## config.mk

```make
export PLATFORM = sky130hd
export DESIGN_NAME = qa_drv_mem_read_arbiter
export DESIGN_NICKNAME = d
export VERILOG_FILES = /design/src/rtl/qa_drv_mem_read_arbiter.sv
export SDC_FILE = /design/constraint.sdc
export NUM_CORES = 1
export LEC_CHECK = 0
export ABC_AREA = 1
export CAP_MARGIN = 10
export CORE_AREA = 3 3 518 520
export DETAILED_ROUTE_END_ITERATION = 12
export DIE_AREA = 0 0 521 523
export PLACE_DENSITY_LB_ADDON = 0.12
export SLEW_MARGIN = 10
export SYNTH_ARGS = -nofsm -noshare
export SYNTH_HDL_FRONTEND = slang
export SYNTH_SLANG_ARGS = --single-unit
export TNS_END_PERCENT = 10
```

## constraint.sdc

```tcl
create_clock -name clk -period 15.2 [get_ports clk]
set_input_delay 3.8 -clock clk [delete_from_list [all_inputs] [get_ports clk]]
set_output_delay 3.8 -clock clk [all_outputs]
set_load 0.02 [all_outputs]
```

## src/rtl/qa_drv_mem_read_arbiter.sv

```systemverilog
// Round-robin read arbiter: N clients share one downstream read port.
// Each accepted read pushes its client ID into a FIFO. Downstream responses
// come back in order, so each response pops the head ID and is steered to
// that client one cycle later.
//
// Ports:
//   clk, reset                 - clock, synchronous active-high reset
//   cli_req_valid/addr/cached/check_order - per-client read requests
//   cli_req_grant              - one-hot accept, combinational, same cycle
//   cli_rsp_valid/cli_rsp_data - one-hot response strobe and shared data
//   mem_read_req_*             - downstream request (enable is combinational)
//   mem_read_rsp_data/rdy      - downstream in-order responses
//   outstanding                - reads currently tracked
//   err_unexpected_rsp         - sticky, set by a response with nothing tracked
module qa_drv_mem_read_arbiter #(
    parameter int unsigned N_CLIENTS       = 4,
    parameter int unsigned ADDR_WIDTH      = 58,
    parameter int unsigned DATA_WIDTH      = 512,
    parameter int unsigned MAX_OUTSTANDING = 64
) (
    input  logic                                  clk,
    input  logic                                  reset,
    input  logic [N_CLIENTS-1:0]                  cli_req_valid,
    input  logic [N_CLIENTS-1:0][ADDR_WIDTH-1:0]  cli_req_addr,
    input  logic [N_CLIENTS-1:0]                  cli_req_cached,
    input  logic [N_CLIENTS-1:0]                  cli_req_check_order,
    output logic [N_CLIENTS-1:0]                  cli_req_grant,
    output logic [N_CLIENTS-1:0]                  cli_rsp_valid,
    output logic [DATA_WIDTH-1:0]                 cli_rsp_data,
    output logic [ADDR_WIDTH-1:0]                 mem_read_req_addr,
    output logic                                  mem_read_req_cached,
    output logic                                  mem_read_req_check_order,
    input  logic                                  mem_read_req_rdy,
    output logic                                  mem_read_req_enable,
    input  logic [DATA_WIDTH-1:0]                 mem_read_rsp_data,
    input  logic                                  mem_read_rsp_rdy,
    output logic [$clog2(MAX_OUTSTANDING):0]      outstanding,
    output logic                                  err_unexpected_rsp
);

    localparam int unsigned ID_W    = $clog2(N_CLIENTS);
    localparam int unsigned CNT_W   = $clog2(MAX_OUTSTANDING) + 1;
    localparam int unsigned FIFO_AW = (MAX_OUTSTANDING > 1) ? $clog2(MAX_OUTSTANDING) : 1;

    logic [ID_W-1:0]    ptr;
    logic [ID_W-1:0]    winner;
    logic [ID_W-1:0]    ptr_next;
    logic               issue;
    logic               pop;
    logic               unexpected;
    int                 idx;
    logic               found;

    logic [ID_W-1:0]    id_fifo [MAX_OUTSTANDING];
    logic [FIFO_AW-1:0] wr_ptr;
    logic [FIFO_AW-1:0] rd_ptr;

    // Full check uses the registered count, so a same-cycle pop cannot
    // open a grant slot until the following cycle.
    assign issue = !reset && mem_read_req_rdy
                 && (outstanding < CNT_W'(MAX_OUTSTANDING))
                 && (|cli_req_valid);

    assign pop        = !reset && mem_read_rsp_rdy && (outstanding != '0);
    assign unexpected = !reset && mem_read_rsp_rdy && (outstanding == '0);

    // Round-robin scan starting at ptr; first valid client wins.
    always_comb begin
        found  = 1'b0;
        winner = '0;
        idx    = 0;
        for (int i = 0; i < int'(N_CLIENTS); i++) begin
            idx = int'(ptr) + i;
            if (idx >= int'(N_CLIENTS)) begin
                idx = idx - int'(N_CLIENTS);
            end
            if (!found && cli_req_valid[ID_W'(idx)]) begin
                found  = 1'b1;
                winner = ID_W'(idx);
            end
        end
    end

    assign ptr_next = (int'(winner) == int'(N_CLIENTS) - 1) ? '0 : winner + 1'b1;

    assign cli_req_grant            = issue ? (N_CLIENTS'(1) << winner) : '0;
    assign mem_read_req_enable      = issue;
    assign mem_read_req_addr        = cli_req_addr[winner];
    assign mem_read_req_cached      = cli_req_cached[winner];
    assign mem_read_req_check_order = cli_req_check_order[winner];

    // Control state: pointers, counter, response strobe, sticky error.
    always_ff @(posedge clk) begin
        if (reset) begin
            ptr                <= '0;
            wr_ptr             <= '0;
            rd_ptr             <= '0;
            outstanding        <= '0;
            cli_rsp_valid      <= '0;
            err_unexpected_rsp <= 1'b0;
        end else begin
            if (issue) begin
                ptr    <= ptr_next;
                wr_ptr <= (wr_ptr == FIFO_AW'(MAX_OUTSTANDING - 1)) ? '0 : wr_ptr + 1'b1;
            end
            if (pop) begin
                rd_ptr <= (rd_ptr == FIFO_AW'(MAX_OUTSTANDING - 1)) ? '0 : rd_ptr + 1'b1;
            end
            case ({issue, pop})
                2'b10:   outstanding <= outstanding + 1'b1;
                2'b01:   outstanding <= outstanding - 1'b1;
                default: outstanding <= outstanding;
            endcase
            cli_rsp_valid <= pop ? (N_CLIENTS'(1) << id_fifo[rd_ptr]) : '0;
            if (unexpected) begin
                err_unexpected_rsp <= 1'b1;
            end
        end
    end

    // ID storage; occupancy is governed by the reset pointers and counter.
    always_ff @(posedge clk) begin
        if (issue) begin
            id_fifo[wr_ptr] <= winner;
        end
    end

    // Response data is only meaningful alongside cli_rsp_valid.
    always_ff @(posedge clk) begin
        if (pop) begin
            cli_rsp_data <= mem_read_rsp_data;
        end
    end

endmodule

```

* Yosys cells after proc, flatten, opt, wreduce, memory -nomap -nowiden
Memories as Yosys holds them, arrays and structs flattened. A register that Yosys moved wholly into a read port is not among the register bits.
Cells that the tools add are included.
** Storage, ports and cells
- ROM bits :: 0
- Register bits after elaboration :: 538
- Latch bits :: 0
- Memories :: 1
- Logic and storage cells :: 94
- RAM bits :: 128
** Operators by class
- Reductions and logical operators :: 18
- $lt $le $gt $ge :: 10
- Div/mod/pow operators :: 0
- Multipliers :: 0
- Equality and inequality tests :: 5
- $add $sub $neg :: 12
- Bitwise gates (word level) :: 1
- Multiplexer cells :: 38
- Shift operators :: 2
** Memories
- id_fifo :: words 64, width 2, read ports 1, clocked after memory_dff 1, wr ports 1, RTL line 54 : logic [ID_W-1:0] id_fifo [MAX_OUTSTANDING];
** Operators by type and width (number)
- binary-select mux 58 bit (select 2 bit) :: 1
- 2-to-1 mux 58 bit :: 1
- 2-to-1 mux 6 bit :: 4
- 2-to-1 mux 2 bit :: 9
- < comparator 2 x 4 -> 1 bit (second input constant) :: 4
- 2-to-1 mux 1 bit :: 15
- case mux 7 bit (2 select lines) :: 1
- adder 6 x 1 -> 6 bit (second input constant) :: 2
- binary-select mux 1 bit (select 2 bit) :: 6
- equality test 6 bit (second input constant) :: 2
- greater-or-equal comparator 3 bit (second input constant) :: 3
- logical AND 1 bit :: 9
- << shifter 1 x 2 -> 4 bit (first input constant) :: 2
- subtractor 2 x 1 -> 2 bit (second input constant) :: 4
- adder 7 x 1 -> 7 bit (second input constant) :: 1
- zero test 7 bit :: 1
- < comparator 7 bit (second input constant) :: 1
- nonzero test 7 bit :: 1
- subtractor 7 x 1 -> 7 bit (second input constant) :: 1
- adder 2 x 2 -> 3 bit (second input constant) :: 2
- equality test 2 x 1 -> 1 bit (second input constant) :: 2
- zero test 1 bit :: 4
- 2-to-1 mux 4 bit :: 1
- OR reduction 4 bit :: 1
- other kinds (8) :: 8

* Depth between registers and ports, before layout
Gate-level depths: netlist of run 1.
- Word-level depth :: 17
- Mapped depth :: 19
- Gate-level depth less buffers :: 16

* Worst setup path after synthesis of run 1
OpenSTA, ideal clock, no wires.
- Path kind :: input-to-reg
- Start point :: input port reset
- End point :: register outstanding[5]
- Buffers on the path :: 3
- Cell stages on the path :: 15
- Arrival time :: 12.287 ns
- Library setup time :: 0.109 ns
- Setup slack :: 2.804 ns
- Cell sequence :: buf_4 inv_2 nand2_1 nor2_1 buf_2 ha_1 buf_2 xor2_1 nand4_1 nand3_1 nand2_1 nand3_1 nand3_1 nand2_1 inv_1
** RTL lines
- from (decl) :: RTL line 22 : input logic reset,
- zero test 1 bit * :: RTL line 64 : assign pop = !reset && mem_read_rsp_rdy && (outstanding != '0);
- logical AND 1 bit * (2 in series) :: RTL line 64
- via pop :: RTL line 49 : logic pop;
- equality test 2 x 1 -> 1 bit / equality test 2 bit (equally long branches) :: RTL line 109 : case ({issue, pop})
- case mux 7 bit (2 select lines) / nonzero test 2 bit (equally long branches)
- to (signal assigned) :: RTL line 110 : 2'b10: outstanding <= outstanding + 1'b1;
- to (signal assigned) :: RTL line 111 : 2'b01: outstanding <= outstanding - 1'b1;
- to (signal assigned) :: RTL line 112 : default: outstanding <= outstanding;
- to (decl) :: RTL line 37 : output logic [$clog2(MAX_OUTSTANDING):0] outstanding,
Mark *: on every way through the listed nets, which the timed path passes. The rest lies on a longest branch.
A chain may end at the register's enable or synchronous reset.

* Worst setup path after layout of run 1
- Start point :: input port cli_req_valid[2]
- End point :: output port mem_read_req_addr[45]
** On the way
- Word-level cells in the longest chain between the ends :: 15
** RTL lines
- from (decl) :: RTL line 23 : input logic [N_CLIENTS-1:0] cli_req_valid,
- binary-select mux 1 bit (select 2 bit) :: RTL line 77 : if (!found && cli_req_valid[ID_W'(idx)]) begin
- 2-to-1 mux 1 bit (implied by the code) (2 in series) :: RTL line 77
- 2-to-1 mux 1 bit :: RTL line 77
- zero test 1 bit :: RTL line 77
- logical AND 1 bit :: RTL line 77
- 2-to-1 mux 1 bit :: RTL line 77
- zero test 1 bit :: RTL line 77
- logical AND 1 bit :: RTL line 77
- 2-to-1 mux 1 bit :: RTL line 77
- zero test 1 bit :: RTL line 77
- logical AND 1 bit :: RTL line 77
- 2-to-1 mux 2 bit * :: RTL line 77
- binary-select mux 58 bit (select 2 bit) * :: RTL line 88 : assign mem_read_req_addr = cli_req_addr[winner];
- 2-to-1 mux 58 bit (implied by the code) * :: RTL line 88
- to (decl) :: RTL line 30 : output logic [ADDR_WIDTH-1:0] mem_read_req_addr,
Mark *: on every way between the ends. The rest lies on a longest branch, timed or not. The select of a mux whose other input is x is not followed.

==> results.toml, run 1 <==
[run_status]
status = "finished, final reports clean"

[synthesis]
synthFlopType = "edfxtp_1"
synth_xor_area_frac = 0.00387
synth_area_mm2 = 0.0249
async_flop_share = 0
synth-simple-area-share = 0.122
synth_nets = 2576
synth-compound-area-share = 0.0316
synth_top_cell_by_area = "edfxtp_1"
ys_warn_count = 0
synth.area.top_cells = "edfxtp_1 (77%), nand2_1 (5.2%), nand3_1 (3.8%)"
postSynthCellCount = 1808
ys_seq_area_frac = 0.797
ys_ff_latch = 672
synthMuxAreaShare = 0.000402
synth_fa_ha_area_frac = 0.00402
syn_area_per_cell_um2 = 13.8
synth_top_family_by_area = "simple AND/OR/NAND/NOR gates"
synth_top_area_share = 0.771
ys_types = 37
synth_edf_count = 640

[sta]
setup_viol = 0
rsz0062_at_grt = "no"
max_freq_ghz = 0.0841
period_share = 0.782
finClkSkew_ns = 0.0435
worstMarginPinSlew_ns = 1.03
hold_viol = 0
slew_headroom = 0.316
holdWs_ns = 0.489
fin_crit_ns = 11.89
final.setup.worst_slack_ns = 3.31
slew_viol_final = 0
tns_ns = 0

[placement]
placed_cells = 6641
gp_congestion = 0.831
dpl_cell_area_mm2 = 0.0427
dp_hpwl_um = 171000
dpl_worst_slack_ns = 3.13
io_buffers = 1348

[layout]
fin_cells = 6830
finalInstanceArea_mm2 = 0.0459
layout_commonest_cell = "clkdlybuf4s50_1"
final_cell_mix = "clkdlybuf4s50_1 (1348), edfxtp_1 (640), nand2_1 (342)"
syn_to_final_growth_pct = 84.3
multi_input_area_mm2 = 0.00407
fin_nets = 3975
fin_util = 0.174
drive_gt1_frac = 0.0537
seq_area_mm2 = 0.0199
fillers = 29100

[power]
power_density_mw_per_mm2 = 146
power.total_mw = 6.71
power_leakage_nw = 15.7
peakVddDrop_v = 0.0000993

[clocking]
clock_path_buffers = 3
cts.clk_slew.worst_paths_ns = 0.05
cts.sinks = 672
cts_resized = 0
tritoncts = "yes"
ctsRootBufferMaster = "clkbuf_16"
htree_levels = 3
numCtsBuffers = 97
hold_buffers = 0
post_cts_buffers = 0
clkLatencyLatePin_ns = 0.72

[setup_path]
reg2reg_slack_ns = 11.29
start_kind = "input port"
cp.arrival_ns = 8.09
crit_required_ns = 11.40
worstPathMaxFanout = 89
endpoint_kind = "primary output"
r2r-start = "outstanding[6]"
crit_start = "cli_req_valid[2]"
crit_type = "in -> out"

[global_routing]
track_usage = 0.145
first_global_vias = 21400
grt_pass1_wl_um = 253000
antenna_found_initial = 192
grt_max_degree = 117
grt-ovfl-total = 0

[drt]
drtIter0Drc = 1174
wire_per_inst_um = 30.1
drc = 0
drtAntennaViolNets = 0
drt_pass1_iterations = 5
vias = 20900
totalWireLength_um = 206000
viasPerCell = 3.05

[floorplan]
dieArea_mm2 = 0.272
initial_core_util = 0.0942
core_area_mm2 = 0.265
die_x_um = 521
core.rowCount = 189
io_pins = 1349
die_y_um = 523

[worst_hold_path]
hp-start = "rd_ptr[2]"
hold_path.class = "reg -> reg"

[run]
max-cap-violations = 0
## final cells by class
cell class / instances / area share
diodes: 17 / 0.000927
clock buffers: 122 / 0.0561
clock inverters: 50 / 0.0134
inverters: 168 / 0.0138
multi-input cells: 898 / 0.0886
flip-flops and latches: 672 / 0.433
well taps: 3533 / 0.0963
repair buffers: 1370 / 0.298
## critical path: stages
cell	delay (ns)
clkdlybuf4s50_1	0.48
inv_1	0.06
o21ai_2	0.16
nand2_1	0.11
nand2_2	0.12
inv_2	0.04
nand2_1	0.05
nand2_1	0.05
nand2_1	0.08
nand2_2	0.08
nand2_8	0.49
buf_4	0.66
buf_4	0.61
o21ai_0	0.15
o21ai_1	0.31
clkdlybuf4s50_1	0.78
## Yosys cell counts (3+ instances only)
master and n:
edfxtp_1 640, nand2_1 342, nand3_1 187, nor2_1 168
inv_1 161, o21ai_0 73, o21ai_1 62, dfxtp_1 32
clkbuf_1 31, buf_2 22, a21oi_1 15, buf_6 11
ha_1 8, xor2_1 8, nor3_1 5, buf_1 4
inv_2 4, nand2_2 3, nand4_1 3, or2_2 3
xnor2_1 3
## cells by family (layout without fill, tap and decap cells)
group | count (synthesis) | after routing
buf+inv | 238 | 1710
mux | 1 | 1
compound gates | 155 | 155
other cells | 0 | 17
xor+xnor | 11 | 11
fa+ha+maj | 8 | 8
flops | 672 | 672
simple gates | 723 | 723
## registers in the layout, indices dropped and copies added (netlist names), named ones only
| signal | count |
|---|---|
| outstanding | 7 |
| id_fifo | 128 |
| ptr | 2 |
| cli_rsp_data | 512 |
| cli_rsp_valid | 4 |
| wr_ptr | 6 |
| err_unexpected_rsp | 1 |
| rd_ptr | 6 |
## final timing paths
kind,endpoint,cells past startpoint
worst min register to register,rd_ptr[2],2
worst min-delay path,rd_ptr[2],2
worst max-delay path,mem_read_req_addr[45],16
worst max register to register,cli_rsp_data[506],7
## layer usage
layer,up-vias,GRT usage,part of all wire
li1,9141,-,-
met1,9990,0.144,0.34
met2,1215,0.262,0.51
met3,463,0.0849,0.13
met4,52,0.0234,0.023
met5,-,0,0.0015
## report_power, final
part / total [mW] / internal (mW) / switching [mW]
sequential: 2.39 / 2.31 / 0.0771
clock: 2.36 / 1.40 / 0.964
combinational: 1.97 / 0.725 / 1.24
total: 6.71 / 4.43 / 2.28
(Power assumes the default switching activity.)
==> inputs of run 2 (changes only) <==
Settings changed: CORE_AREA 3 3 518 520 to 3 3 531 533, DIE_AREA 0 0 521 523 to 0 0 534 536.
Clock period 15.2 ns to 10.56 ns, I/O delays scaled along.
==> results.toml, run 2 (synthesis results as in run 1) <==
[setup_path]
crit_required_ns = 7.92
path_cells = "clkdlybuf4s50_1 > nand2_1 > o21ai_1 > nand2_1 > nand2_2 > nor2_4 > nand4_1 > nand3_4 > buf_12 > o21ai_0 > o21ai_1 > clkdlybuf4s50_1"
endpoint_kind = "primary output"
crit_start = "cli_req_valid[1]"
reg2reg_depth = 6
crit_family = "buffers and inverters"
path_depth = 12
path_buf_inv = 3
worstPathMaxFanout = 126
crit_slowest_cell = "o21ai_1"
crit_type = "in -> out"
start_kind = "input port"
max_stage_delay_ns = 0.77
cp.arrival_ns = 6.35
reg2reg_slack_ns = 7.17
r2r-start = "outstanding[6]"

[placement]
placed_cells = 6817
io_buffers = 1348
dpl_worst_slack_ns = 1.21
dp_hpwl_um = 165000
gp_congestion = 0.846
dpl_cell_area_mm2 = 0.0429

[global_routing]
grt_max_degree = 145
first_global_vias = 21300
grt_pass1_wl_um = 249000
antenna_found_initial = 167
track_usage = 0.135
grt-ovfl-total = 0

[sta]
holdWs_ns = 0.483
finClkSkew_ns = 0.0281
slew_viol_final = 0
slew_headroom = 0.209
max_freq_ghz = 0.111
worstMarginPinSlew_ns = 1.19
setup_viol = 0
hold_viol = 0
fin_crit_ns = 8.99
rsz0062_at_grt = "no"
tns_ns = 0
final.setup.worst_slack_ns = 1.57
period_share = 0.851

[clocking]
htree_levels = 3
cts_resized = 0
post_cts_buffers = 0
cts.clk_slew.worst_paths_ns = 0.06
clkLatencyLatePin_ns = 0.72
tritoncts = "yes"
numCtsBuffers = 98
clock_path_buffers = 3
hold_buffers = 0
cts.sinks = 672
ctsRootBufferMaster = "clkbuf_16"

[layout]
top_regs = "cli_rsp_data: 512 flops, id_fifo: 128 flops, outstanding: 7 flops"
top_register = "cli_rsp_data"
final_cell_mix = "clkdlybuf4s50_1 (1336), edfxtp_1 (640), nand2_1 (342)"
drive_gt1_frac = 0.0578
largest_register_ffs = 512
fin_util = 0.166
layout_commonest_cell = "clkdlybuf4s50_1"
syn_to_final_growth_pct = 85.0
fin_nets = 3980
finalInstanceArea_mm2 = 0.0461
fin_cells = 7003

[power]
peakVddDrop_v = 0.000119
power_density_mw_per_mm2 = 210
power.total_mw = 9.69
power_leakage_nw = 15.7

[floorplan]
die_x_um = 534
die_y_um = 536
dieArea_mm2 = 0.286
core.rowCount = 193
io_pins = 1349
initial_core_util = 0.0900
core_area_mm2 = 0.277

[worst_hold_path]
hold_path.class = "reg -> reg"
holdPathStages = 2
hp-start = "err_unexpected_rsp"

[drt]
viasPerCell = 2.99
drtAntennaViolNets = 0
drc = 0
drtIter0Drc = 1154
wire_per_inst_um = 28.8
totalWireLength_um = 202000
vias = 20900
drt_pass1_iterations = 5

[run]
max-cap-violations = 0

[run_status]
status = "finished, final reports clean"
-- run 2: changes by cell type in the layout (fill, tap and decap cells not counted), sizes merged --
| cell | previous run | this run |
|---|---|---|
| diode | 17 | 10 |
| clkinv | 37 | 35 |
| clkinvlp | 2 | 4 |
| buf | 22 | 38 |
| clkbuf | 122 | 127 |
| inv | 167 | 170 |
| bufinv | 12 | 8 |
| clkdlybuf4s50 | 1348 | 1336 |
-- run 2: path summary, 6_finish.rpt --
kind,end
setup reg to reg,cli_rsp_data[5]
hold / removal,err_unexpected_rsp
hold reg to reg,err_unexpected_rsp
setup / recovery,mem_read_req_addr[41]
-- run 2: metal layers --
| layer | part of all wire | global-route usage | vias up |
|---|---|---|---|
| met3 | 0.13 | 0.0792 | 428 |
| met2 | 0.49 | 0.238 | 1224 |
| met4 | 0.022 | 0.0201 | 22 |
| met1 | 0.35 | 0.140 | 10100 |
| met5 | 0.00080 | 0 | - |
| li1 | - | - | 9147 |
-- run 2: tightest hold or removal path: cells and delay by family, from the launching register on --
kind | cells | cell delay, ns
AND/OR/NAND/NOR | 1 | 0.07
AO/OA/AOI/OAI | 1 | 0.05
flip-flops | 1 | 0.34
-- run 2: layout make-up --
cell class                      count  area [µm²]
Antenna cell                       10        25.0
Clock buffer                      127        2600
Clock inverter                     49         520
Fill cell                       30700      231000
Inverter                          168         638
Multi-Input combinational cell    898        4070
Sequential cell                   672       19900
Tap cell                         3705        4640
Timing Repair Buffer             1374       13700
-- run 2: power by group --
group / switching, mW / leakage, nW / total [mW] / internal (mW)
registers: 0.134 / 6.18 / 3.46 / 3.32
logic: 1.87 / 8.04 / 2.91 / 1.05
clock network: 1.38 / 1.51 / 3.32 / 1.93
==> inputs of run 3 (changes only) <==
==> constraint.sdc (replaced) <==
create_clock -name clk -period 10.56 [get_ports clk]
set_input_delay 1.056 -clock clk [delete_from_list [all_inputs] [get_ports clk]]
set_output_delay 1.056 -clock clk [all_outputs]
set_load 0.01 [all_outputs]
==> results.toml, run 3 (synthesis results as in run 1) <==
[floorplan]
dieArea_mm2 = 0.286
io_pins = 1349
core_area_mm2 = 0.277
core.rowCount = 193
die_x_um = 534
die_y_um = 536
initial_core_util = 0.0900

[placement]
dpl_worst_slack_ns = 4.08
gp_congestion = 0.835
io_buffers = 1348
dp_hpwl_um = 173000
placed_cells = 6809

[sta]
rsz0062_at_grt = "no"
setup_viol = 0
tns_ns = 0
holdWs_ns = 0.493
slew_viol_final = 0
slew_headroom = 0.315
max_freq_ghz = 0.157
fin_crit_ns = 6.36
period_share = 0.602
finClkSkew_ns = 0.0842
final.setup.worst_slack_ns = 4.20
worstMarginPinSlew_ns = 1.03
hold_viol = 0

[clocking]
htree_levels = 3
cts.clk_slew.worst_paths_ns = 0.06
post_cts_buffers = 0
clock_path_buffers = 4
cts_resized = 0
cts.sinks = 672
ctsRootBufferMaster = "clkbuf_16"
tritoncts = "yes"
numCtsBuffers = 104
clkLatencyLatePin_ns = 0.87
hold_buffers = 0

[setup_path]
crit_start = "cli_req_valid[3]"
crit_type = "in -> out"
worstPathMaxFanout = 72
cp.arrival_ns = 5.30
crit_required_ns = 9.50
start_kind = "input port"
reg2reg_depth = 7
r2r-start = "outstanding[6]"
endpoint_kind = "primary output"
timing.rr.end = "cli_rsp_data[180]"
reg2reg_slack_ns = 6.93
endpoint = "mem_read_req_addr[19]"

[drt]
drtAntennaViolNets = 0
totalWireLength_um = 210000
drt_pass1_iterations = 5
viasPerCell = 2.98
vias = 20900
drc = 0
wire_per_inst_um = 30.0
drtIter0Drc = 1039

[global_routing]
first_global_vias = 21500
grt-ovfl-total = 0
grt_pass1_wl_um = 258000
track_usage = 0.141
antenna_found_initial = 201
grt_max_degree = 135

[layout]
final_cell_mix = "clkdlybuf4s50_1 (1348), edfxtp_1 (640), nand2_1 (342)"
fillers = 30700
drive_gt1_frac = 0.0568
fin_nets = 3978
syn_to_final_growth_pct = 85.7
fin_util = 0.167
top_register = "cli_rsp_data"
fin_cells = 7017
largest_register_ffs = 512
top_regs = "cli_rsp_data: 512 flops, id_fifo: 128 flops, outstanding: 7 flops"
layout_commonest_cell = "clkdlybuf4s50_1"

[run_status]
status = "finished, final reports clean"

[power]
peakVddDrop_v = 0.000104
power_leakage_nw = 15.8
power_density_mw_per_mm2 = 207

[worst_hold_path]
hold_path.class = "reg -> reg"

[run]
max-cap-violations = 0
[run 3: cell count changes in the layout (fill, tap and decap cells not counted), sizes merged, moves of 5 or more]
cell,change
clkinv,+12
buf,-20
inv,-5
clkdlybuf4s50,+12
diode,+11
[run 3: area by class of cell]
| type | instances | area [µm²] | area share |
|---|---|---|---|
| tap | 3705 | 4640 | 0.100 |
| multi-input combinational | 898 | 4070 | 0.0879 |
| clock buffer | 125 | 2720 | 0.0589 |
| inverter | 168 | 634 | 0.0137 |
| clock inverter | 62 | 612 | 0.0132 |
| sequential | 672 | 19900 | 0.429 |
| antenna | 21 | 52.6 | 0.00114 |
| timing repair buffer | 1366 | 13700 | 0.296 |
[run 3: stage by stage]
step                area, µm²  total power [mW]
finish                  46300              9.57
global route            46200              10.1
CTS                     46200              9.88
detailed placement      42900              6.19
global placement        42900              6.23
floorplan               24900              4.42
[run 3: per-layer routing]
metal  wire length [µm]  up-vias  GRT usage
li1                   -     9160          -
met1              71800     9980      0.140
met2             106000     1231      0.255
met3              25300      505     0.0785
met4               6680       34     0.0335
met5                205        -          0
[run 3: worst min-delay path by stage]
stage	start	to	slack [ns]	cells past startpoint
final	rd_ptr[2]	rd_ptr[2]	0.49	2
after detailed placement	rd_ptr[2]	rd_ptr[2]	0.48	2
after global routing	rd_ptr[2]	rd_ptr[2]	0.53	2
after floorplan	rd_ptr[4]	register	0.46	1
after CTS	rd_ptr[2]	rd_ptr[2]	0.49	2
after global placement	rd_ptr[2]	rd_ptr[2]	0.47	2
[run 3: power by group]
| group | total, mW | internal (mW) | switching, mW |
|---|---|---|---|
| Combinational | 2.58 | 1.04 | 1.53 |
| Sequential | 3.47 | 3.32 | 0.141 |
| Clock | 3.53 | 2.09 | 1.44 |
[run 3: critical path, stage by stage]
cell	delay, ns
clkdlybuf4s50_1	0.48
inv_1	0.06
o21ai_1	0.21
nand2_1	0.12
nand2_2	0.12
nand2_1	0.07
nand2_1	0.06
nand2_1	0.06
nand2_2	0.10
nand2_8	0.28
inv_4	0.48
buf_4	0.61
buf_4	0.54
nor2_1	0.08
o21ai_1	0.20
clkdlybuf4s50_1	0.58
